--- config.mk ---
export PLATFORM = sky130hd
export DESIGN_NAME = instruction_fetch
export DESIGN_NICKNAME = d
export VERILOG_FILES = /design/src/rtl/instruction_fetch_pkg.sv /design/src/rtl/instruction_fetch_latency_counter.sv /design/src/rtl/instruction_fetch.sv
export SDC_FILE = /design/constraint.sdc
export NUM_CORES = 1
export LEC_CHECK = 0
export CORE_MARGIN = 5
export CORE_UTILIZATION = 45
export DETAILED_ROUTE_END_ITERATION = 10
export PLACE_DENSITY = 0.81
export SYNTH_ARGS = -nofsm -noshare
export SYNTH_HDL_FRONTEND = slang
export SYNTH_HIERARCHICAL = 1
export SYNTH_SLANG_ARGS = --single-unit
--- constraint.sdc ---
create_clock -name clk -period 3.2 [get_ports clk]
set_input_delay 0.96 -clock clk [delete_from_list [all_inputs] [get_ports clk]]
set_output_delay 0.96 -clock clk [all_outputs]
set_load 0.05 [all_outputs]
--- src/rtl/instruction_fetch_pkg.sv ---
// Shared definitions for the instruction fetch stage:
// FSM state encoding, word size and latency counter width.
package instruction_fetch_pkg;

    localparam int WORD_BYTES = 4;
    localparam int CNT_W      = 4;

    typedef enum logic [1:0] {
        S_IDLE,
        S_WAIT,
        S_VALID,
        S_HALT
    } fetch_state_t;

    typedef struct packed {
        logic [31:0] instruction;
        logic [31:0] pc;
    } fetch_word_t;

    function automatic logic misaligned_addr(input logic [31:0] addr);
        return addr[1:0] != 2'b00;
    endfunction

endpackage

--- src/rtl/instruction_fetch_latency_counter.sv ---
// Down-counter timing the instruction memory latency:
// load, decrement and zero flag.
module fetch_latency_counter
    import instruction_fetch_pkg::*;
(
    input  logic             clk,
    input  logic             reset_n,
    input  logic             load,
    input  logic [CNT_W-1:0] load_value,
    input  logic             decrement,
    output logic [CNT_W-1:0] count,
    output logic             zero
);

    always_ff @(posedge clk or negedge reset_n) begin
        if (!reset_n) begin
            count <= '0;
        end else if (load) begin
            count <= load_value;
        end else if (decrement && (count != '0)) begin
            count <= count - 1'b1;
        end
    end

    assign zero = (count == '0);

endmodule

--- src/rtl/instruction_fetch.sv ---
// Instruction fetch stage: drives the PC to instruction memory, waits
// out the memory latency and hands words to decode via valid/ready.
module instruction_fetch
    import instruction_fetch_pkg::*;
#(
    parameter logic [31:0] RESET_PC    = 32'h0000_0000,
    parameter int          MEM_LATENCY = 2
) (
    input  logic        clk,
    input  logic        reset_n,
    input  logic        enable,
    output logic [31:0] read_address,
    input  logic [31:0] instruction,
    input  logic        redirect_valid,
    input  logic [31:0] redirect_target,
    output logic        out_valid,
    input  logic        out_ready,
    output logic [31:0] out_instruction,
    output logic [31:0] out_pc,
    output logic [31:0] out_pc_plus4,
    output logic        misaligned
);

    localparam logic [CNT_W-1:0] RELOAD = CNT_W'(MEM_LATENCY - 1);

    fetch_state_t     state;
    fetch_state_t     state_next;
    logic [31:0]      pc;
    logic [31:0]      pc_next;
    logic             pc_load;
    logic             cnt_load;
    logic             cnt_dec;
    logic             cnt_zero;
    logic [CNT_W-1:0] count;
    logic             capture;
    logic             set_mis;
    fetch_word_t      held;

    fetch_latency_counter u_counter (
        .clk        (clk),
        .reset_n    (reset_n),
        .load       (cnt_load),
        .load_value (RELOAD),
        .decrement  (cnt_dec),
        .count      (count),
        .zero       (cnt_zero)
    );

    always_ff @(posedge clk or negedge reset_n) begin
        if (!reset_n) begin
            state <= S_IDLE;
        end else begin
            state <= state_next;
        end
    end

    // Redirect outranks everything except HALT; a redirect that coincides
    // with a handshake still consumes the presented word.
    always_comb begin
        state_next = state;
        pc_next    = pc;
        pc_load    = 1'b0;
        cnt_load   = 1'b0;
        cnt_dec    = 1'b0;
        capture    = 1'b0;
        set_mis    = 1'b0;
        if ((state != S_HALT) && redirect_valid) begin
            if (misaligned_addr(redirect_target)) begin
                set_mis    = 1'b1;
                state_next = S_HALT;
            end else begin
                pc_load    = 1'b1;
                pc_next    = redirect_target;
                cnt_load   = 1'b1;
                state_next = S_WAIT;
            end
        end else begin
            unique case (state)
                S_IDLE: begin
                    if (enable) begin
                        cnt_load   = 1'b1;
                        state_next = S_WAIT;
                    end
                end
                S_WAIT: begin
                    if (cnt_zero) begin
                        capture    = 1'b1;
                        state_next = S_VALID;
                    end else begin
                        cnt_dec = 1'b1;
                    end
                end
                S_VALID: begin
                    if (out_ready) begin
                        pc_load    = 1'b1;
                        pc_next    = pc + 32'(WORD_BYTES);
                        cnt_load   = 1'b1;
                        state_next = S_WAIT;
                    end
                end
                S_HALT: begin
                    state_next = S_HALT;
                end
                default: begin
                    state_next = S_IDLE;
                end
            endcase
        end
    end

    always_ff @(posedge clk or negedge reset_n) begin
        if (!reset_n) begin
            pc         <= RESET_PC;
            held       <= '0;
            misaligned <= 1'b0;
        end else begin
            if (pc_load) begin
                pc <= pc_next;
            end
            if (capture) begin
                held <= '{instruction: instruction, pc: pc};
            end
            if (set_mis) begin
                misaligned <= 1'b1;
            end
        end
    end

    assign read_address    = pc;
    assign out_valid       = (state == S_VALID);
    assign out_instruction = held.instruction;
    assign out_pc          = held.pc;
    assign out_pc_plus4    = held.pc + 32'(WORD_BYTES);

endmodule
==> results.md, run 1 <==
* Commonest non-fill, non-tap cells in the layout: clkdlybuf4s50_1, dfrtp_1, mux2_2
* Pins Over Slew Limit at 0
* Post-route design area at 8605 sq um
* Synth warn at 6
* Worst Setup End Kind: output port
* Primary FF master, synth: dfrtp_1
* DP HPWL at 12.54 mm
* Syn_area_per_cell at 10.34 sq um
* Initial antenna violation count at 0
* Vias in the first global route at 5289
* Dpl cells at 866
* Flops & latches, synth at 103
* Minimum clock period at 3.185 ns
* Gr usage total at 0.2301
* Crit Path Category: reg2out
* Num rows at 40
* # diodes at 0
* RSZ-0062 raised after global routing: true
* Post-route ant nets at 0
* Die Ht at 120.7 um
* Largest net degree at the start of global routing at 68
* Placed Area at 8238 sq um
* Clk root buf: clkbuf_16
* Yosys cell types at 68
* Leakage at 3.673 nW
* I/O pin count at 199
* CP cell instances: ha_2 -> nand4_1 -> nor3_2 -> buf_6 -> nand4b_1 -> xnor2_4 -> buf_12
* Layout Skew at 0.007914 ns
* Via count at 5202
* Total power at 0.004695 W
* DRT Pass-1 Iters at 5
* Worst path required time at 2.24 ns
* Final core occ at 0.7164
* Die Span X at 120.7 um
* Final Net Count at 806
* First DRT Iteration DRCs at 339
* Number of synthesized flops with an enable pin at 0
* Slew Limit Headroom at 0.3433
* Critical path data arrival time at 2.23 ns
* Max incr delay on CP at 0.39 ns
* # DRC at 0
* TritonCTS buffer count at 9
* Fraction of registers with async set/reset at 1.000
* Status: finished, final reports clean
* Die area at 14560 sq um
* Starting Density at 0.4589
* Share of layout cells above drive strength 1 at 0.2276
* VDD IR max at 0.4962 mV
* Post-Syn Area at 5512 sq um
* Setup crit start kind: register
* Final Hold Slack at 0.4621 ns
* Reg clk slew, reported paths at 0.07 ns
* Syn-to-layout area delta at 56.12%
* Max FO, Critical Path at 10
* Placer congestion estimate at 0.8633
* Global-route wire length before repair at 26.99 mm
* DR vias/cell at 5.878
* Sequential share of the synthesized area at 0.4677
* Hold/Removal Path Class: reg2reg
* Wirelength per Cell at 18.97 um
* CTS tree: built
* Period utilization at 0.9954
* Most common cell after layout, fill and taps aside: clkdlybuf4s50_1
* Post-Route WL at 16.79 mm
* Power per cell area at 545.6 nW/um^2
* Setup violators final at 0
* Endpoints failing hold at 0
* Critical path's slowest cell: dfrtp_1
* CTS H-Tree Depth at 3
* Gr ovfl total at 0
* # clock sinks at 103
* Maximum Capacitance Violations at 0
* Filler-free cell count of the finished design at 885
* Worst-margin pin slew at 0.9761 ns
* Fmax at 0.3139 GHz
* Mapped Cells at 533
* Clk buf depth at 2
* Buffers on Ports at 198
* Later-pin clock latency in the skew report at 0.35 ns
* Core area at 12010 sq um
[sequential cells by signal (all words and copies together), names as in the netlist]
signal,flops
out_instruction,32
out_pc,32
read_address,32
u_counter/count,4
state,2
misaligned,1
[worst paths after layout]
| kind | from | endpoint | slack [ns] | cells past startpoint |
|---|---|---|---|---|
| setup / recovery | out_pc[2] | out_pc_plus4[28] | 0.01 | 7 |
| hold / removal | misaligned | misaligned | 0.46 | 1 |
| setup reg to reg | read_address[2] | read_address[26] | 0.75 | 5 |
| hold reg to reg | misaligned | misaligned | 0.46 | 1 |
| max in group asynchronous | reset_n | out_pc[1] | 1.78 | 2 |
| min in group asynchronous | reset_n | out_instruction[31] | 0.67 | 1 |
[per-layer routing]
metal,share of wire,track usage,vias up,wire [um]
li1,-,-,2371,-
met1,0.40,0.2841,2541,6786
met2,0.48,0.3744,255,7996
met3,0.096,0.06829,35,1615
met4,0.023,0.09986,0,390
met5,0,0,-,0
[per-stage QoR]
step,setup TNS [ns],setup slack [ns]
3_5_place_dp,0,0.1544
4_1_cts,0,0.01352
6_report,0,0.01458
3_3_place_gp,0,0.1856
5_1_grt,-0.1280,-0.06510
2_1_floorplan,-0.07863,-0.02530
[timing repair]
action / in CTS / in global routing
hold buffers: 0 / 0
endpoints found under the setup margin: 4 / 10
gates resized for setup: 4 / 6
gates cloned: 0 / 0
pin swaps: 1 / 2
setup buffers: 2 / 2
endpoints found under the hold margin: 0 / 0
[cells in the mapped netlist (4+ instances only)]
| cell | number | area (sq um) |
|---|---|---|
| nor4_1 | 10 | 62.56 |
| a311oi_1 | 4 | 35.03 |
| xor2_1 | 6 | 52.55 |
| nor3_1 | 11 | 55.05 |
| nor2_1 | 24 | 90.09 |
| or4_1 | 4 | 30.03 |
| a211oi_1 | 6 | 45.04 |
| o41ai_1 | 5 | 43.79 |
| mux2_2 | 61 | 686.9 |
| o21ai_0 | 12 | 60.06 |
| clkbuf_1 | 24 | 90.09 |
| xnor2_1 | 22 | 192.7 |
| buf_2 | 7 | 35.03 |
| nand2_1 | 34 | 127.6 |
| o21ai_1 | 8 | 40.04 |
| mux2i_1 | 7 | 70.07 |
| and4_1 | 4 | 35.03 |
| and3_1 | 10 | 62.56 |
| and2_1 | 6 | 37.54 |
| nand4_1 | 21 | 131.4 |
| a21oi_1 | 29 | 145.1 |
| dfrtp_1 | 103 | 2577 |
| nand3_1 | 30 | 150.1 |
| inv_1 | 12 | 45.04 |
[report_power, final]
| part | internal, W | total [W] | leakage [nW] | switching (W) |
|---|---|---|---|---|
| registers | 0.00149 | 0.00172 | 1.33 | 0.000233 |
| logic | 0.000724 | 0.00180 | 2.18 | 0.00108 |
| clock network | 0.000700 | 0.00118 | 0.155 | 0.000477 |
[final cells by class]
class	instances	area [sq um]
clock inverter	4	70.07
clock buffer	11	242.7
tap	147	183.9
timing repair buffer	224	2400
fill	860	3407
multi-input combinational	384	3082
inverter	12	45.04
sequential	103	2581
[logic make-up after synthesis]
| logic type | Yosys count | share of synthesized area |
|---|---|---|
| compound gates | 97 | 0.1165 |
| xor+xnor | 28 | 0.04449 |
| fa+ha+maj | 3 | 0.006811 |
| buf+inv | 48 | 0.03700 |
| flops | 103 | 0.4677 |
| mux | 69 | 0.1394 |
| other cells | 2 | 0.001363 |
| simple gates | 183 | 0.1868 |
[critical path, delay by kind of cell (launching register included)]
| family | cells | cell delay [ns] |
|---|---|---|
| adders and majority gates | 1 | 0.22 |
| and+or+nand+nor | 3 | 0.65 |
| buffers and inverters | 2 | 0.34 |
| xor gates and xnor gates | 1 | 0.25 |
| DFF | 1 | 0.39 |
Power figures use the tool's default switching activity.
==> inputs of run 2 (changes only) <==
--- a/config.mk
+++ b/config.mk
@@ -6,9 +6,11 @@
 export NUM_CORES = 1
 export LEC_CHECK = 0
 export CORE_MARGIN = 5
-export CORE_UTILIZATION = 45
+export CORE_UTILIZATION = 41
 export DETAILED_ROUTE_END_ITERATION = 10
-export PLACE_DENSITY = 0.81
+export GPL_TIMING_DRIVEN = 0
+export PLACE_DENSITY = 0.77
+export REMOVE_ABC_BUFFERS = 1
 export SYNTH_ARGS = -nofsm -noshare
 export SYNTH_HDL_FRONTEND = slang
 export SYNTH_HIERARCHICAL = 1
==> constraint.sdc (replaced) <==
create_clock -name clk -period 2.8 [get_ports clk]
set_input_delay 0.84 -clock clk [delete_from_list [all_inputs] [get_ports clk]]
set_output_delay 0.84 -clock clk [all_outputs]
set_load 0.05 [all_outputs]
==> run 2 against run 1 <==
  * The flow now finishes with violations (negative setup slack)
  * Sequential power grew 13%
  * Design area down 5.6%
  * Clock skew hardly changed
  * Global-route usage is 2.3 points lower
  * Critical path depth shrank 1
  * Worst hold slack lost 0.0048 ns
  * Critical path type unchanged
  * Largest power group is now sequential cells
==> results.md, run 2 (same netlist as run 1, synthesis figures left out) <==
* Status: finished, violations left
* Failing checks: negative setup slack
* Clk buf depth at 2
* Final core occ at 0.6159
* Die Span X at 125.9 um
* Crit Path Category: reg2out
* VDD IR max at 0.3633 mV
* RSZ-0062 raised after global routing: true
* Max FO, Critical Path at 3
* Final Net Count at 795
* Layout Skew at 0.008080 ns
* First DRT Iteration DRCs at 422
* Worst Setup End Kind: output port
* Endpoints failing hold at 0
* CTS H-Tree Depth at 3
* Setup violators final at 13
* DR vias/cell at 5.633
* Hold/Removal Path Class: in2async
* Setup ws final at -0.08769 ns
* Placer congestion estimate at 0.8025
* Initial antenna violation count at 0
* Largest net degree at the start of global routing at 67
* TritonCTS buffer count at 9
* Post-route ant nets at 0
* Worst R2R Setup Slack at 0.29 ns
* Wirelength per Cell at 18.67 um
* Die Ht at 125.9 um
* Minimum clock period at 2.888 ns
* CP cell instances: nand2_1 -> nor4_4 -> buf_4 -> nand4_1 -> xnor2_1 -> buf_4
* Commonest non-fill, non-tap cells in the layout: clkdlybuf4s50_1, dfrtp_1, mux2_2
* Num rows at 42
* Post-route design area at 8124 sq um
* Reg clk slew, reported paths at 0.08 ns
* I/O pin count at 199
* DRT Pass-1 Iters at 4
* Max incr delay on CP at 0.43 ns
* Int Pwr at 0.003031 W
* Critical path data arrival time at 2.05 ns
* Critical path's slowest cell: dfrtp_1
* Clk network pwr share at 0.242
* CTS tree: built
* Die area at 15860 sq um
* Slew Limit Headroom at 0.1801
* Buffers on Ports at 198
* # clock sinks at 103
* Crit path top cell by count: buf_4
* Worst r2r path cells at 6
* Starting Density at 0.4179
* Gr usage total at 0.2069
* DP HPWL at 12.28 mm
* Core area at 13190 sq um
* Switch share at 0.4027
* Combinational fraction of design power at 0.376
* Setup crit start kind: register
* Part of the power in registers at 0.382
* Worst-margin pin slew at 1.219 ns
* Later-pin clock latency in the skew report at 0.35 ns
* Global-route wire length before repair at 26.88 mm
* Fmax at 0.3463 GHz
* Most common cell after layout, fill and taps aside: clkdlybuf4s50_1
* Power per cell area at 624.5 nW/um^2
* # DRC at 0
* Maximum Capacitance Violations at 0
* Period utilization at 1.031
* Gr ovfl total at 0
* Leakage at 3.456 nW
* Reg2reg start: u_counter/count[0]
* Post-Route WL at 16.88 mm
* Share of layout cells above drive strength 1 at 0.2033
* # diodes at 0
* Reg2reg end: out_pc[31]
* Pins Over Slew Limit at 0
* # hold bufs at CTS at 0
* Vias in the first global route at 5032
* Sw power at 0.002043 W
* Final Hold Slack at 0.4573 ns
* Worst path required time at 1.96 ns
* Clk root buf: clkbuf_16
* Via count at 5092
* Syn-to-layout area delta at 47.40%
* Placed Area at 7694 sq um
-- run 2: worst max-delay path: cells and delay by family (launching register included) --
family / cells / cell delay, ns
XOR/XNOR: 1 / 0.22
buffers and inverters: 2 / 0.41
flip-flops: 1 / 0.43
AND/OR/NAND/NOR: 3 / 0.65
-- run 2: worst max-delay path by stage --
stage	startpoint	to	slack, ns	depth (start not counted)
2_1_floorplan	u_counter/count[0]	out_instruction[0]	-1.57	6
3_3_place_gp	redirect_valid	out_instruction[4]	-3.62	4
3_5_place_dp	out_pc[3]	out_pc_plus4[22]	-1.34	6
4_1_cts	out_pc[2]	out_pc_plus4[22]	-0.20	7
5_1_grt	out_pc[3]	out_pc_plus4[31]	-0.20	6
6_report	out_pc[2]	out_pc_plus4[31]	-0.09	6
-- run 2: layer usage --
layer / up-vias / part of all wire / wire length [um] / global-route usage
met5: - / 0 / 0 / 0
met1: 2509 / 0.41 / 6895 / 0.2647
li1: 2353 / - / - / -
met4: 0 / 0.015 / 259 / 0.06372
met3: 22 / 0.079 / 1341 / 0.05758
met2: 208 / 0.50 / 8384 / 0.3421
-- run 2: metrics by stage --
step | power, W | setup slack [ns] | TNS, ns | instances
after floorplan | 0.003111 | -1.571 | -114.31 | 499
after global placement | 0.003816 | -3.620 | -616.43 | 873
after detailed placement | 0.003877 | -1.341 | -51.92 | 877
after CTS | 0.005107 | -0.1978 | -0.9920 | 901
after global routing | 0.005299 | -0.1977 | -2.880 | 904
final | 0.005074 | -0.08769 | -0.5604 | 904
-- run 2: power by group through the flow --
stage	combinational, W	sequential [W]	clock (W)
after floorplan	0.000555	0.00256	0
after global placement	0.00188	0.00194	0
after detailed placement	0.00191	0.00196	0
after CTS	0.00191	0.00193	0.00126
after global routing	0.00200	0.00198	0.00133
final	0.00191	0.00194	0.00123
-- run 2: timing repair --
item / CTS / global route
resized for setup: 158 / 11
endpoints found under the setup margin: 55 / 45
setup buffers: 7 / 2
gates cloned: 1 / 1
pin swaps: 6 / 8
-- run 2: area by class of cell --
type,instances,area (sq um)
Timing Repair Buffer,211,2121
Clock inverter,6,50.05
Inverter,12,45.04
Fill cell,1088,5066
Multi-Input combinational cell,386,2865
Tap cell,176,220.2
Sequential cell,103,2584
Clock buffer,10,239.0
==> inputs of run 3 (changes only) <==
--- a/config.mk
+++ b/config.mk
@@ -5,11 +5,15 @@
 export SDC_FILE = /design/constraint.sdc
 export NUM_CORES = 1
 export LEC_CHECK = 0
+export CAP_MARGIN = 5
+export CELL_PAD_IN_SITES_DETAIL_PLACEMENT = 1
+export CELL_PAD_IN_SITES_GLOBAL_PLACEMENT = 2
 export CORE_MARGIN = 5
-export CORE_UTILIZATION = 41
+export CORE_UTILIZATION = 24
 export DETAILED_ROUTE_END_ITERATION = 10
 export GPL_TIMING_DRIVEN = 0
-export PLACE_DENSITY = 0.77
+export MAX_ROUTING_LAYER = met4
+export PLACE_DENSITY_LB_ADDON = 0.1
 export REMOVE_ABC_BUFFERS = 1
 export SYNTH_ARGS = -nofsm -noshare
 export SYNTH_HDL_FRONTEND = slang
==> run 3 against run 2 <==
  * The flow still finishes with violations (negative setup slack)
  * Total power is 2.4% higher
  * Sequential share of layout area is 0.77 points lower
  * Cell count is 13% higher
  * Register-to-register slack worse by 0.12 ns
  * Global-route usage is 5.1 points lower
  * Clock-buffer cell count stayed put
==> results.md, run 3 (same netlist as run 1, synthesis figures left out) <==
* Status: finished, violations left
* Failing checks: negative setup slack
* Power per cell area at 624.5 nW/um^2
* Gr ovfl total at 0
* Worst path required time at 1.96 ns
* Die area at 26100 sq um
* # clock sinks at 103
* VDD IR max at 0.2593 mV
* Reg clk slew, reported paths at 0.07 ns
* Via count at 5054
* Register area at 2582 sq um
* DP HPWL at 14.86 mm
* Worst Setup End Kind: output port
* Placer congestion estimate at 0.7600
* # DRC at 0
* Crit Path Category: reg2out
* Most common cell after layout, fill and taps aside: clkdlybuf4s50_1
* CTS tree: built
* Switch share at 0.4011
* I/O pin count at 199
* Sw power at 0.002084 W
* Clk network pwr share at 0.257
* CTS H-Tree Depth at 3
* Part of the power in registers at 0.372
* Filler-free cell count of the finished design at 1026
* Layout Skew at 0.01176 ns
* Max FO, Critical Path at 10
* Post-Route WL at 20.05 mm
* Post-route ant nets at 0
* Fillcell total at 2543
* Buffers on Ports at 198
* Period utilization at 1.053
* Starting Density at 0.2434
* Dpl cells at 991
* Die Span X at 161.5 um
* Minimum clock period at 2.949 ns
* First DRT Iteration DRCs at 190
* Setup violators final at 14
* Leakage at 3.493 nW
* Combinational fraction of design power at 0.371
* Pins Over Slew Limit at 0
* Multi-input gate area at 2829 sq um
* Die Ht at 161.5 um
* Wirelength per Cell at 19.54 um
* Slew Limit Headroom at 0.1746
* Int Pwr at 0.003112 W
* DRT Pass-1 Iters at 4
* DR vias/cell at 4.926
* Final Net Count at 807
* # hold bufs at CTS at 0
* Commonest non-fill, non-tap cells in the layout: clkdlybuf4s50_1, dfrtp_1, mux2_2
* Worst-margin pin slew at 1.227 ns
* Setup crit start kind: register
* Core area at 22640 sq um
* Clk root buf: clkbuf_16
* Critical path data arrival time at 2.11 ns
* Endpoints failing hold at 0
* Num rows at 55
* Place WS at -0.6537 ns
* Setup ws final at -0.1490 ns
* Clk buf depth at 2
* Later-pin clock latency in the skew report at 0.36 ns
* Largest net degree at the start of global routing at 66
* Maximum Capacitance Violations at 0
* Share of layout cells above drive strength 1 at 0.2122
* RSZ-0062 raised after global routing: true
* Hold/Removal Path Class: in2async
* Initial antenna violation count at 1
* Gr usage total at 0.1556
* Global-route wire length before repair at 31.48 mm
* TritonCTS buffer count at 9
* Fmax at 0.3391 GHz
* Syn-to-layout area delta at 50.96%
* Vias in the first global route at 5433
-- run 3: what timing repair did --
action                                  4_1_cts  5_1_grt
buffers inserted                              8       10
resized for setup                           148       18
pin swaps                                     2        8
endpoints found under the hold margin         0        0
endpoints found under the setup margin       43       52
-- run 3: worst paths after layout --
kind	from	to	slack (ns)	depth (start not counted)
max	out_pc[2]	out_pc_plus4[28]	-0.15	7
min	reset_n	out_instruction[22]	0.39	1
max reg2reg	read_address[6]	read_address[19]	0.17	4
min reg2reg	misaligned	misaligned	0.47	1
max in group asynchronous	reset_n	state[0]	1.73	2
min in group clk	misaligned	misaligned	0.47	1
-- run 3: worst max-delay path: stages (launching register included) --
cell	delay [ns]
dfrtp_1	0.40
ha_2	0.22
nand4_1	0.17
nor3_2	0.18
buf_6	0.19
nand4b_1	0.13
xnor2_1	0.23
buf_4	0.24
-- run 3: layout make-up --
cell class                 count  area share
clock inverter                 6    0.009323
multi-input combinational    384      0.3400
sequential                   103      0.3104
inverter                      12    0.005414
tap                          285     0.04286
clock buffer                  10     0.02752
antenna                        1   0.0003008
timing repair buffer         225      0.2642
-- run 3: through the flow --
step	hold WS (ns)	utilization	total power, W	cell area, sq um	TNS [ns]
after floorplan	0.5444	-	0.003111	5360	-114.31
after global placement	0.4440	0.3400	0.003854	7699	-701.84
after detailed placement	0.4518	0.3477	0.003894	7873	-35.37
after CTS	0.3930	0.3633	0.005267	8225	-1.725
after global routing	0.4173	0.3675	0.005434	8320	-2.979
final	0.3915	0.3675	0.005196	8320	-0.8954
-- run 3: power by group through the flow --
stage / registers [W] / logic, W / clock network (W)
floorplan: 0.00256 / 0.000555 / 0
global placement: 0.00196 / 0.00190 / 0
detailed placement: 0.00197 / 0.00192 / 0
CTS: 0.00194 / 0.00194 / 0.00139
global route: 0.00198 / 0.00202 / 0.00143
finish: 0.00194 / 0.00193 / 0.00134
-- run 3: routing by layer --
layer | track usage | vias to the layer above | routed length, um
li1 | - | 2372 | -
met4 | 0.03994 | 0 | 291
met5 | - | - | 0
met2 | 0.2528 | 137 | 9806
met3 | 0.03394 | 19 | 1008
met1 | 0.1980 | 2526 | 8942
